**config.mk**
```make
export PLATFORM = sky130hd
export DESIGN_NAME = mul_rsv_station_flat
export DESIGN_NICKNAME = d
export VERILOG_FILES = /design/src/rtl/mul_rsv_station_if.sv /design/src/rtl/mul_rsv_station.sv /design/src/flat_wrapper.sv
export SDC_FILE = /design/constraint.sdc
export NUM_CORES = 1
export LEC_CHECK = 0
export ABC_AREA = 1
export ABC_CLOCK_PERIOD_IN_PS = 4400
export BUFFER_PORTS_ARGS = -buffer_cell sky130_fd_sc_hd__buf_4
export CAP_MARGIN = 20
export CELL_PAD_IN_SITES_DETAIL_PLACEMENT = 1
export CELL_PAD_IN_SITES_GLOBAL_PLACEMENT = 1
export CORE_MARGIN = 2
export CORE_UTILIZATION = 40
export CTS_CLUSTER_SIZE = 25
export DETAILED_ROUTE_END_ITERATION = 16
export GPL_ROUTABILITY_DRIVEN = 0
export PLACE_DENSITY_LB_ADDON = 0.08
export SLEW_MARGIN = 0
export SYNTH_ARGS = -nofsm -noshare
export SYNTH_HDL_FRONTEND = slang
export SYNTH_SLANG_ARGS = --single-unit
```
**constraint.sdc**
```tcl
create_clock -name clk -period 4.4 [get_ports clk]
set_clock_uncertainty 0.2 [all_clocks]
set_input_delay 0.66 -clock clk [delete_from_list [all_inputs] [get_ports clk]]
set_output_delay 0.66 -clock clk [all_outputs]
set_load 0.1 [all_outputs]
```
**src/rtl/mul_rsv_station_if.sv**
```systemverilog
// rtl/mul_rsv_station_if.sv - dispatch, CDB, flush and issue bus of the MUL reservation station
// Purpose: groups every non-clock signal of mul_rsv_station into one bundle.
// Ports (signals):
//   disp_*            dispatch request with operands; disp_ready back to dispatch
//   cdb_*             result broadcast used for operand wakeup
//   mispredict/flush_mask  squash request, bit i of the mask kills ROB index i
//   iss_*             operand-ready op presented to the MUL unit, iss_ready from MUL
//   occupancy         registered count of valid entries
// Modports: master = surrounding pipeline, slave = reservation station.
interface mul_rsv_station_if #(
    parameter int DEPTH     = 4,
    parameter int TAG_W     = 7,
    parameter int ROB_LEN   = 16,
    parameter int ROB_IDX_W = $clog2(ROB_LEN),
    parameter int OCC_W     = $clog2(DEPTH + 1)
);
    logic                 disp_valid;
    logic                 disp_ready;
    logic [2:0]           disp_funct3;
    logic [ROB_IDX_W-1:0] disp_rob_idx;
    logic [TAG_W-1:0]     disp_rd;
    logic [TAG_W-1:0]     disp_rs1_tag;
    logic                 disp_rs1_rdy;
    logic [31:0]          disp_rs1_data;
    logic [TAG_W-1:0]     disp_rs2_tag;
    logic                 disp_rs2_rdy;
    logic [31:0]          disp_rs2_data;
    logic                 cdb_valid;
    logic [TAG_W-1:0]     cdb_tag;
    logic [31:0]          cdb_data;
    logic                 mispredict;
    logic [ROB_LEN-1:0]   flush_mask;
    logic                 iss_valid;
    logic                 iss_ready;
    logic [2:0]           iss_funct3;
    logic [31:0]          iss_rs1_data;
    logic [31:0]          iss_rs2_data;
    logic [ROB_IDX_W-1:0] iss_rob_idx;
    logic [TAG_W-1:0]     iss_rd;
    logic [OCC_W-1:0]     occupancy;

    modport master (
        output disp_valid, disp_funct3, disp_rob_idx, disp_rd,
               disp_rs1_tag, disp_rs1_rdy, disp_rs1_data,
               disp_rs2_tag, disp_rs2_rdy, disp_rs2_data,
               cdb_valid, cdb_tag, cdb_data, mispredict, flush_mask, iss_ready,
        input  disp_ready, iss_valid, iss_funct3, iss_rs1_data, iss_rs2_data,
               iss_rob_idx, iss_rd, occupancy
    );

    modport slave (
        input  disp_valid, disp_funct3, disp_rob_idx, disp_rd,
               disp_rs1_tag, disp_rs1_rdy, disp_rs1_data,
               disp_rs2_tag, disp_rs2_rdy, disp_rs2_data,
               cdb_valid, cdb_tag, cdb_data, mispredict, flush_mask, iss_ready,
        output disp_ready, iss_valid, iss_funct3, iss_rs1_data, iss_rs2_data,
               iss_rob_idx, iss_rd, occupancy
    );
endinterface

```
**src/rtl/mul_rsv_station.sv**
```systemverilog
// rtl/mul_rsv_station.sv - reservation station and oldest-ready issue scheduler for the MUL unit
// Purpose: buffers up to DEPTH multiply ops, captures missing operands off the CDB and
//   issues the oldest operand-ready op each cycle; squashes entries on mispredict.
// Ports:
//   clk  rising-edge clock
//   rst  synchronous active-high reset, clears every entry
//   bus  mul_rsv_station_if.slave (dispatch, CDB, flush, issue, occupancy)
module mul_rsv_station #(
    parameter int DEPTH     = 4,
    parameter int TAG_W     = 7,
    parameter int ROB_LEN   = 16,
    parameter int ROB_IDX_W = $clog2(ROB_LEN)
) (
    input  logic             clk,
    input  logic             rst,
    mul_rsv_station_if.slave bus
);
    localparam int IDX_W = (DEPTH > 1) ? $clog2(DEPTH) : 1;
    localparam int OCC_W = $clog2(DEPTH + 1);

    logic [DEPTH-1:0]     valid;
    logic [DEPTH-1:0]     rs1_rdy;
    logic [DEPTH-1:0]     rs2_rdy;
    logic [2:0]           funct3   [DEPTH];
    logic [ROB_IDX_W-1:0] rob_idx  [DEPTH];
    logic [TAG_W-1:0]     rd       [DEPTH];
    logic [TAG_W-1:0]     rs1_tag  [DEPTH];
    logic [TAG_W-1:0]     rs2_tag  [DEPTH];
    logic [31:0]          rs1_data [DEPTH];
    logic [31:0]          rs2_data [DEPTH];
    // older[i][j] = 1 means entry i was dispatched before entry j
    logic [DEPTH-1:0]     older    [DEPTH];
    logic [OCC_W-1:0]     occ;

    logic             cdb_ok;
    logic             alloc;
    logic             issue;
    logic             byp1;
    logic             byp2;
    logic [DEPTH-1:0] flushed;
    logic [DEPTH-1:0] eligible;
    logic [DEPTH-1:0] sel_oh;
    logic [DEPTH-1:0] alloc_oh;
    logic [DEPTH-1:0] valid_next;
    logic [IDX_W-1:0] sel_idx;
    logic [IDX_W-1:0] alloc_idx;

    // Tag 0 is the hard-wired zero register and never carries a result
    assign cdb_ok = bus.cdb_valid && (bus.cdb_tag != '0);
    assign byp1   = !bus.disp_rs1_rdy && cdb_ok && (bus.cdb_tag == bus.disp_rs1_tag);
    assign byp2   = !bus.disp_rs2_rdy && cdb_ok && (bus.cdb_tag == bus.disp_rs2_tag);

    // Only entries free at the start of the cycle are offered to dispatch
    assign bus.disp_ready = !(&valid);
    assign alloc = bus.disp_valid && bus.disp_ready &&
                   !(bus.mispredict && bus.flush_mask[bus.disp_rob_idx]);

    always_comb begin
        flushed  = '0;
        eligible = '0;
        for (int i = 0; i < DEPTH; i++) begin
            flushed[i]  = valid[i] && bus.mispredict && bus.flush_mask[rob_idx[i]];
            eligible[i] = valid[i] && rs1_rdy[i] && rs2_rdy[i] && !flushed[i];
        end
    end

    // An eligible entry wins unless some other eligible entry is older than it
    always_comb begin
        sel_oh = '0;
        for (int i = 0; i < DEPTH; i++) begin
            sel_oh[i] = eligible[i];
            for (int j = 0; j < DEPTH; j++) begin
                if (j != i && eligible[j] && older[j][i]) begin
                    sel_oh[i] = 1'b0;
                end
            end
        end
    end

    always_comb begin
        sel_idx   = '0;
        alloc_idx = '0;
        alloc_oh  = '0;
        for (int i = DEPTH - 1; i >= 0; i--) begin
            if (sel_oh[i]) begin
                sel_idx = IDX_W'(i);
            end
            if (!valid[i]) begin
                alloc_idx = IDX_W'(i);
            end
        end
        if (alloc) begin
            alloc_oh[alloc_idx] = 1'b1;
        end
    end

    assign issue = (|eligible) && bus.iss_ready;

    always_comb begin
        valid_next = '0;
        for (int i = 0; i < DEPTH; i++) begin
            valid_next[i] = (valid[i] && !flushed[i] && !(issue && sel_oh[i])) || alloc_oh[i];
        end
    end

    assign bus.iss_valid    = |eligible;
    assign bus.iss_funct3   = bus.iss_valid ? funct3[sel_idx]   : '0;
    assign bus.iss_rs1_data = bus.iss_valid ? rs1_data[sel_idx] : '0;
    assign bus.iss_rs2_data = bus.iss_valid ? rs2_data[sel_idx] : '0;
    assign bus.iss_rob_idx  = bus.iss_valid ? rob_idx[sel_idx]  : '0;
    assign bus.iss_rd       = bus.iss_valid ? rd[sel_idx]       : '0;
    assign bus.occupancy    = occ;

    always_ff @(posedge clk) begin
        if (rst) begin
            valid   <= '0;
            rs1_rdy <= '0;
            rs2_rdy <= '0;
            occ     <= '0;
            for (int i = 0; i < DEPTH; i++) begin
                funct3[i]   <= '0;
                rob_idx[i]  <= '0;
                rd[i]       <= '0;
                rs1_tag[i]  <= '0;
                rs2_tag[i]  <= '0;
                rs1_data[i] <= '0;
                rs2_data[i] <= '0;
                older[i]    <= '0;
            end
        end else begin
            valid <= valid_next;
            occ   <= OCC_W'($countones(valid_next));
            for (int i = 0; i < DEPTH; i++) begin
                if (alloc_oh[i]) begin
                    funct3[i]   <= bus.disp_funct3;
                    rob_idx[i]  <= bus.disp_rob_idx;
                    rd[i]       <= bus.disp_rd;
                    rs1_tag[i]  <= bus.disp_rs1_tag;
                    rs2_tag[i]  <= bus.disp_rs2_tag;
                    rs1_rdy[i]  <= bus.disp_rs1_rdy || byp1;
                    rs2_rdy[i]  <= bus.disp_rs2_rdy || byp2;
                    rs1_data[i] <= bus.disp_rs1_rdy ? bus.disp_rs1_data : bus.cdb_data;
                    rs2_data[i] <= bus.disp_rs2_rdy ? bus.disp_rs2_data : bus.cdb_data;
                    // New entry is younger than everything already present
                    older[i]    <= '0;
                end else begin
                    older[i] <= older[i] | alloc_oh;
                    if (valid[i] && !rs1_rdy[i] && cdb_ok && bus.cdb_tag == rs1_tag[i]) begin
                        rs1_rdy[i]  <= 1'b1;
                        rs1_data[i] <= bus.cdb_data;
                    end
                    if (valid[i] && !rs2_rdy[i] && cdb_ok && bus.cdb_tag == rs2_tag[i]) begin
                        rs2_rdy[i]  <= 1'b1;
                        rs2_data[i] <= bus.cdb_data;
                    end
                end
            end
        end
    end
endmodule

```
**src/flat_wrapper.sv**
```systemverilog
// flat-port wrapper written by rule: the top's interface ports become plain ports
module mul_rsv_station_flat 
#(
    parameter int DEPTH     = 4,
    parameter int TAG_W     = 7,
    parameter int ROB_LEN   = 16,
    parameter int ROB_IDX_W = $clog2(ROB_LEN)
)
  (clk, rst, bus_disp_valid, bus_disp_funct3, bus_disp_rob_idx, bus_disp_rd, bus_disp_rs1_tag, bus_disp_rs1_rdy, bus_disp_rs1_data, bus_disp_rs2_tag, bus_disp_rs2_rdy, bus_disp_rs2_data, bus_cdb_valid, bus_cdb_tag, bus_cdb_data, bus_mispredict, bus_flush_mask, bus_iss_ready, bus_disp_ready, bus_iss_valid, bus_iss_funct3, bus_iss_rs1_data, bus_iss_rs2_data, bus_iss_rob_idx, bus_iss_rd, bus_occupancy);
  mul_rsv_station_if #(.DEPTH(DEPTH), .TAG_W(TAG_W), .ROB_LEN(ROB_LEN), .ROB_IDX_W(ROB_IDX_W)) bus_i ();
  input  logic clk;
  input  logic rst;
  input wire logic [$bits(bus_i.disp_valid)-1:0] bus_disp_valid;
  input wire logic [$bits(bus_i.disp_funct3)-1:0] bus_disp_funct3;
  input wire logic [$bits(bus_i.disp_rob_idx)-1:0] bus_disp_rob_idx;
  input wire logic [$bits(bus_i.disp_rd)-1:0] bus_disp_rd;
  input wire logic [$bits(bus_i.disp_rs1_tag)-1:0] bus_disp_rs1_tag;
  input wire logic [$bits(bus_i.disp_rs1_rdy)-1:0] bus_disp_rs1_rdy;
  input wire logic [$bits(bus_i.disp_rs1_data)-1:0] bus_disp_rs1_data;
  input wire logic [$bits(bus_i.disp_rs2_tag)-1:0] bus_disp_rs2_tag;
  input wire logic [$bits(bus_i.disp_rs2_rdy)-1:0] bus_disp_rs2_rdy;
  input wire logic [$bits(bus_i.disp_rs2_data)-1:0] bus_disp_rs2_data;
  input wire logic [$bits(bus_i.cdb_valid)-1:0] bus_cdb_valid;
  input wire logic [$bits(bus_i.cdb_tag)-1:0] bus_cdb_tag;
  input wire logic [$bits(bus_i.cdb_data)-1:0] bus_cdb_data;
  input wire logic [$bits(bus_i.mispredict)-1:0] bus_mispredict;
  input wire logic [$bits(bus_i.flush_mask)-1:0] bus_flush_mask;
  input wire logic [$bits(bus_i.iss_ready)-1:0] bus_iss_ready;
  output wire logic [$bits(bus_i.disp_ready)-1:0] bus_disp_ready;
  output wire logic [$bits(bus_i.iss_valid)-1:0] bus_iss_valid;
  output wire logic [$bits(bus_i.iss_funct3)-1:0] bus_iss_funct3;
  output wire logic [$bits(bus_i.iss_rs1_data)-1:0] bus_iss_rs1_data;
  output wire logic [$bits(bus_i.iss_rs2_data)-1:0] bus_iss_rs2_data;
  output wire logic [$bits(bus_i.iss_rob_idx)-1:0] bus_iss_rob_idx;
  output wire logic [$bits(bus_i.iss_rd)-1:0] bus_iss_rd;
  output wire logic [$bits(bus_i.occupancy)-1:0] bus_occupancy;
  assign bus_i.disp_valid = bus_disp_valid;
  assign bus_i.disp_funct3 = bus_disp_funct3;
  assign bus_i.disp_rob_idx = bus_disp_rob_idx;
  assign bus_i.disp_rd = bus_disp_rd;
  assign bus_i.disp_rs1_tag = bus_disp_rs1_tag;
  assign bus_i.disp_rs1_rdy = bus_disp_rs1_rdy;
  assign bus_i.disp_rs1_data = bus_disp_rs1_data;
  assign bus_i.disp_rs2_tag = bus_disp_rs2_tag;
  assign bus_i.disp_rs2_rdy = bus_disp_rs2_rdy;
  assign bus_i.disp_rs2_data = bus_disp_rs2_data;
  assign bus_i.cdb_valid = bus_cdb_valid;
  assign bus_i.cdb_tag = bus_cdb_tag;
  assign bus_i.cdb_data = bus_cdb_data;
  assign bus_i.mispredict = bus_mispredict;
  assign bus_i.flush_mask = bus_flush_mask;
  assign bus_i.iss_ready = bus_iss_ready;
  assign bus_disp_ready = bus_i.disp_ready;
  assign bus_iss_valid = bus_i.iss_valid;
  assign bus_iss_funct3 = bus_i.iss_funct3;
  assign bus_iss_rs1_data = bus_i.iss_rs1_data;
  assign bus_iss_rs2_data = bus_i.iss_rs2_data;
  assign bus_iss_rob_idx = bus_i.iss_rob_idx;
  assign bus_iss_rd = bus_i.iss_rd;
  assign bus_occupancy = bus_i.occupancy;
  mul_rsv_station #(.DEPTH(DEPTH), .TAG_W(TAG_W), .ROB_LEN(ROB_LEN), .ROB_IDX_W(ROB_IDX_W)) u_core (.clk(clk), .rst(rst), .bus(bus_i));
endmodule
```
==> results_tabular.tex <==
\begin{tabular}{lr}
\hline
Metric & Value \\
\hline
\multicolumn{2}{l}{\textbf{Route}} \\
\quad Met3 WL post-DR & 5540 um \\
\quad Post-detailed-routing wire length & around 84000 um \\
\quad Via-to-Cell Ratio & between 5 and 6 \\
\quad Met2 wirelength from detailed routing & between 40000 and 50000 um \\
\quad Number of optimization iterations in the first detailed-route pass & 5 \\
\quad Top layer reached by signal wires & met4 \\
\quad Final antenna-violating net count & 0 \\
\quad DRC violations left & 0 \\
\quad Number of vias after detailed routing & roughly 20000 \\
\quad 1st-iter DRT viols & 1577 \\
\quad Drt wl/cell & 25.2 um \\
\quad M1 WL & between 30000 and 40000 um \\
\multicolumn{2}{l}{\textbf{Synthesis}} \\
\quad Avg Cell Area, Syn & 8.95 um2 \\
\quad Dominant combinational cell family by area after synthesis & simple AND/OR/NAND/NOR gates \\
\quad Parity-gate share of the synthesized area counting xor and xnor cells & under 10\% \\
\quad Post-synthesis simple-gate area fraction & approximately 20\% \\
\quad Fraction of the mapped netlist area in compound gates & between 10 and 15\% \\
\quad Dominant synthesized flop cell & sky130\_fd\_sc\_hd\_\_edfxtp\_1 \\
\quad Post-synth ARST share & 0\% \\
\quad Number of enable-type register cells in the synthesized netlist & 380 \\
\quad Number of warnings issued by yosys & 0 \\
\quad Distinct cell type count of the synthesized netlist & 43 \\
\quad Post-Synth Adder-Cell Area & less than 1\% \\
\quad Sequential share of the synthesized area & 54.5\% \\
\quad Synthesized cell area & between 20000 and 25000 um2 \\
\quad Number of synthesized register bits & 395 \\
\quad Mux cell area share after synthesis & 0\% \\
\quad Instance count of the mapped netlist & between 2000 and 2500 \\
\multicolumn{2}{l}{\textbf{Global routing}} \\
\quad Total gr overflow & 0 \\
\quad Number of antenna violations at the first check in global routing & 0 \\
\quad Number of global-route vias before repair & 20400 \\
\quad Global-route wire length before repair & roughly 120000 um \\
\quad Pin count of the biggest net entering global routing & a little over 90 \\
\quad Overall routing resource usage & 29.4\% \\
\multicolumn{2}{l}{\textbf{Floorplanning}} \\
\quad Area of the die & between 50000 and 60000 um2 \\
\quad Horizontal die dimension & 236 um \\
\quad Count of boundary I/O pins & about 240 \\
\quad Die Height & between 200 and 250 um \\
\quad Count of standard-cell rows & between 80 and 90 \\
\quad Initial core utilization & 40.7\% \\
\quad Core Box Area & about 53000 um2 \\
\multicolumn{2}{l}{\textbf{Cells and area}} \\
\quad Antenna diode count & 0 \\
\quad Sequential standard cell area & $\sim$12000 um2 \\
\quad Layout overhead on the synthesized area & 27.8\% \\
\quad Most common library cell in the layout ignoring fill and taps & sky130\_fd\_sc\_hd\_\_edfxtp\_1 \\
\quad Post-layout nets & roughly 2800 \\
\quad Fraction of layout instances using a drive strength above 1 & around a fifth \\
\quad Filler cell count in the final layout & between 5000 and 6000 \\
\quad Fin util & 52.0\% \\
\quad Area taken by multi-input logic gates & around 8400 um2 \\
\quad Most frequent cells in the layout & 380 x sky130\_fd\_sc\_hd\_\_edfxtp\_1, 363 x sky130\_fd\_sc\_hd\_\_nand2\_1, 326 x sky130\_fd\_sc\_hd\_\_inv\_1, 295 x sky130\_fd\_sc\_hd\_\_nand3\_1, 259 x sky130\_fd\_sc\_hd\_\_o22ai\_1 \\
\multicolumn{2}{l}{\textbf{Worst setup path}} \\
\quad Worst endpoint required time & roughly 3500 ps \\
\quad CP Max Fanout & 25 \\
\quad Type of the worst setup path & register to output port \\
\quad Capturing element type of the critical path & output port \\
\quad Arrival time worst endpoint & between 3000 and 4000 ps \\
\quad Nature of the critical path startpoint & register \\
\multicolumn{2}{l}{\textbf{STA}} \\
\quad RSZ-0062 raised after global routing & yes \\
\quad Slew at the pin closest to its max-slew limit & roughly 1200 ps \\
\quad Share of the clock period used by the worst path & a little over nine tenths \\
\quad Number of max-slew violations in the final report & 0 \\
\quad Worst hold slack across all endpoints & about 150 ps \\
\quad Worst-case setup margin in the final layout & approximately 140 ps \\
\quad Hold Vio Cnt, Final & 0 \\
\quad Final count of negative-setup-slack endpoints & 0 \\
\quad Final critical-path required period & $\sim$4300 ps \\
\quad Highest Clock Rate & between 200 and 250 MHz \\
\quad Worst rel slew slack & 23.0\% \\
\multicolumn{2}{l}{\textbf{Clock tree}} \\
\quad Buffer levels on the longest clock path & 3 \\
\quad Total clock sinks & between 300 and 400 \\
\quad Later-pin clock latency in the skew report & just under 600 ps \\
\quad TritonCTS clock tree & done \\
\quad Cts-stage hold buffer count & 0 \\
\quad Clock root cell & sky130\_fd\_sc\_hd\_\_clkbuf\_16 \\
\quad Number of buffers created by CTS & 45 \\
\quad Depth of the CTS H-tree & 2 \\
\quad Clock-pin slew on the worst setup and hold paths & $\sim$60 ps \\
\multicolumn{2}{l}{\textbf{Power}} \\
\quad Sequential share of power & 47.9\% \\
\quad Net Switching & 2.36 mW \\
\quad Total leakage power & roughly 11 nW \\
\quad Total design power & just over 9 mW \\
\quad Clk network pwr share & roughly two fifths \\
\quad Combinational fraction of design power & approximately 11\% \\
\quad Net Sw Frac & 25.6\% \\
\quad Total power divided by cell area & between 300 and 400 nW/um2 \\
\quad Worst vdd ir & approximately 290 uV \\
\quad Int Power & a little under 7 mW \\
\multicolumn{2}{l}{\textbf{Placed design}} \\
\quad Setup slack at placement & 152 ps \\
\quad Port Buf Inserts & $\sim$240 \\
\quad Dpl hpwl & just over 50000 um \\
\multicolumn{2}{l}{\textbf{Min path}} \\
\quad Worst hold path type & input port to register \\
\multicolumn{2}{l}{\textbf{Outcome}} \\
\quad Outcome & finished clean \\
\multicolumn{2}{l}{\textbf{Run}} \\
\quad Total of max-cap violations & 0 \\
\hline
\end{tabular}
## worst paths after layout
kind         depth (start not counted)                      end  slack (ps)                 start
min                                  2          u_core.valid[1]         150                   rst
max reg2reg                         19  u_core.bus.occupancy[1]         700  u_core.rob_idx[2][0]
max                                 20      bus_iss_rs2_data[9]         140  u_core.rob_idx[3][0]
min reg2reg                          2        u_core.rs1_rdy[3]         340     u_core.rs1_rdy[3]
## layer usage
metal	global-route usage [%]	vias to the layer above
met3	4.13	151
met2	51.9	766
met5	0	-
li1	-	8817
met4	10.9	0
met1	36.4	9840
## stage by stage
step	setup TNS (ps)	cells	cell area, um2
2_1_floorplan	-13280	2413	22100
3_3_place_gp	0	3235	24800
3_5_place_dp	0	3235	24800
4_1_cts	0	3334	26600
5_1_grt	-725	3352	27500
6_report	0	3352	27500
## flip-flops by register name, indices dropped and copies added, names as in the netlist
register / count
u_core.rs1_data: 128
u_core.rs2_data: 128
u_core.rd: 28
u_core.rs1_tag: 28
u_core.rs2_tag: 28
u_core.rob_idx: 16
u_core.funct3: 12
u_core.older: 12
u_core.rs1_rdy: 4
u_core.rs2_rdy: 4
u_core.valid: 4
u_core.bus.occupancy: 3
## timing repair
item                                    CTS  global route
pin swaps                                 2            19
endpoints found under the setup margin   78            78
resized for setup                        57           155
gates cloned                              4             6
buffers inserted                         12            12
## logic make-up after synthesis
kind of cell	count (synthesis)
compound gates	487
xor+xnor	26
fa+ha+maj	4
buf+inv	551
flops	395
other cells	1
simple gates	938
## synth_stat cells, types with 3 or more instances
| cell | number | area, um2 |
|---|---|---|
| sky130_fd_sc_hd__o2111ai_1 | 5 | 43.8 |
| sky130_fd_sc_hd__edfxtp_1 | 380 | 11400 |
| sky130_fd_sc_hd__o221ai_1 | 4 | 35.0 |
| sky130_fd_sc_hd__buf_1 | 10 | 37.5 |
| sky130_fd_sc_hd__a21oi_1 | 96 | 480 |
| sky130_fd_sc_hd__inv_1 | 334 | 1250 |
| sky130_fd_sc_hd__nand3_1 | 300 | 1500 |
| sky130_fd_sc_hd__ha_1 | 3 | 37.5 |
| sky130_fd_sc_hd__nor2_2 | 4 | 25.0 |
| sky130_fd_sc_hd__o22ai_1 | 259 | 1620 |
| sky130_fd_sc_hd__xnor2_1 | 10 | 87.6 |
| sky130_fd_sc_hd__clkinv_1 | 32 | 120 |
| sky130_fd_sc_hd__nor3_1 | 10 | 50.1 |
| sky130_fd_sc_hd__buf_6 | 11 | 124 |
| sky130_fd_sc_hd__clkbuf_1 | 60 | 225 |
| sky130_fd_sc_hd__o21ai_1 | 3 | 15.0 |
| sky130_fd_sc_hd__o211ai_1 | 16 | 120 |
| sky130_fd_sc_hd__nand2_1 | 365 | 1370 |
| sky130_fd_sc_hd__nand2_2 | 10 | 62.6 |
| sky130_fd_sc_hd__nor4_1 | 4 | 25.0 |
| sky130_fd_sc_hd__nor2_1 | 150 | 563 |
| sky130_fd_sc_hd__o21a_1 | 3 | 22.5 |
| sky130_fd_sc_hd__o21ai_0 | 87 | 435 |
| sky130_fd_sc_hd__inv_4 | 4 | 25.0 |
| sky130_fd_sc_hd__xor2_1 | 16 | 140 |
| sky130_fd_sc_hd__nand3b_1 | 75 | 563 |
| sky130_fd_sc_hd__buf_4 | 12 | 90.1 |
| sky130_fd_sc_hd__buf_2 | 77 | 385 |
| sky130_fd_sc_hd__inv_2 | 11 | 41.3 |
| sky130_fd_sc_hd__nand4_1 | 16 | 100 |
| sky130_fd_sc_hd__dfxtp_1 | 15 | 300 |
| sky130_fd_sc_hd__a2111oi_0 | 9 | 78.8 |
## worst max-delay path, cell delays in order (launching register included)
cell and delay, ps:
sky130_fd_sc_hd__edfxtp_1 480, sky130_fd_sc_hd__buf_12 180, sky130_fd_sc_hd__nand2_1 60, sky130_fd_sc_hd__nand3_1 80
sky130_fd_sc_hd__nand3_1 90, sky130_fd_sc_hd__nand3_1 70, sky130_fd_sc_hd__nand2_1 100, sky130_fd_sc_hd__nand2_2 80
sky130_fd_sc_hd__nand2_2 80, sky130_fd_sc_hd__inv_2 50, sky130_fd_sc_hd__nand2_1 50, sky130_fd_sc_hd__nand2_1 60
sky130_fd_sc_hd__nor2_2 150, sky130_fd_sc_hd__inv_2 90, sky130_fd_sc_hd__nand2_8 140, sky130_fd_sc_hd__nand2_8 150
sky130_fd_sc_hd__buf_16 210, sky130_fd_sc_hd__nand2_1 70, sky130_fd_sc_hd__nand3_1 80, sky130_fd_sc_hd__a21oi_1 210
sky130_fd_sc_hd__buf_4 320
## cell type report
cell class                      instances  share of cell area (%)
Multi-Input combinational cell       1470                    30.6
Clock buffer                           61                    4.51
Tap cell                              688                    3.13
Timing Repair Buffer                  335                    13.0
Sequential cell                       395                    42.6
Clock inverter                         22                   0.761
Inverter                              381                    5.40
## power groups by stage
stage,Combinational [mW],Sequential [mW],Clock (mW)
after CTS,1.01,4.43,3.83
final,1.03,4.43,3.79
after detailed placement,0.992,4.51,0
after floorplan,0.560,4.50,0
after global placement,0.962,4.50,0
after global routing,1.12,4.44,3.97
No activity file was read; power rests on OpenSTA's default activity.
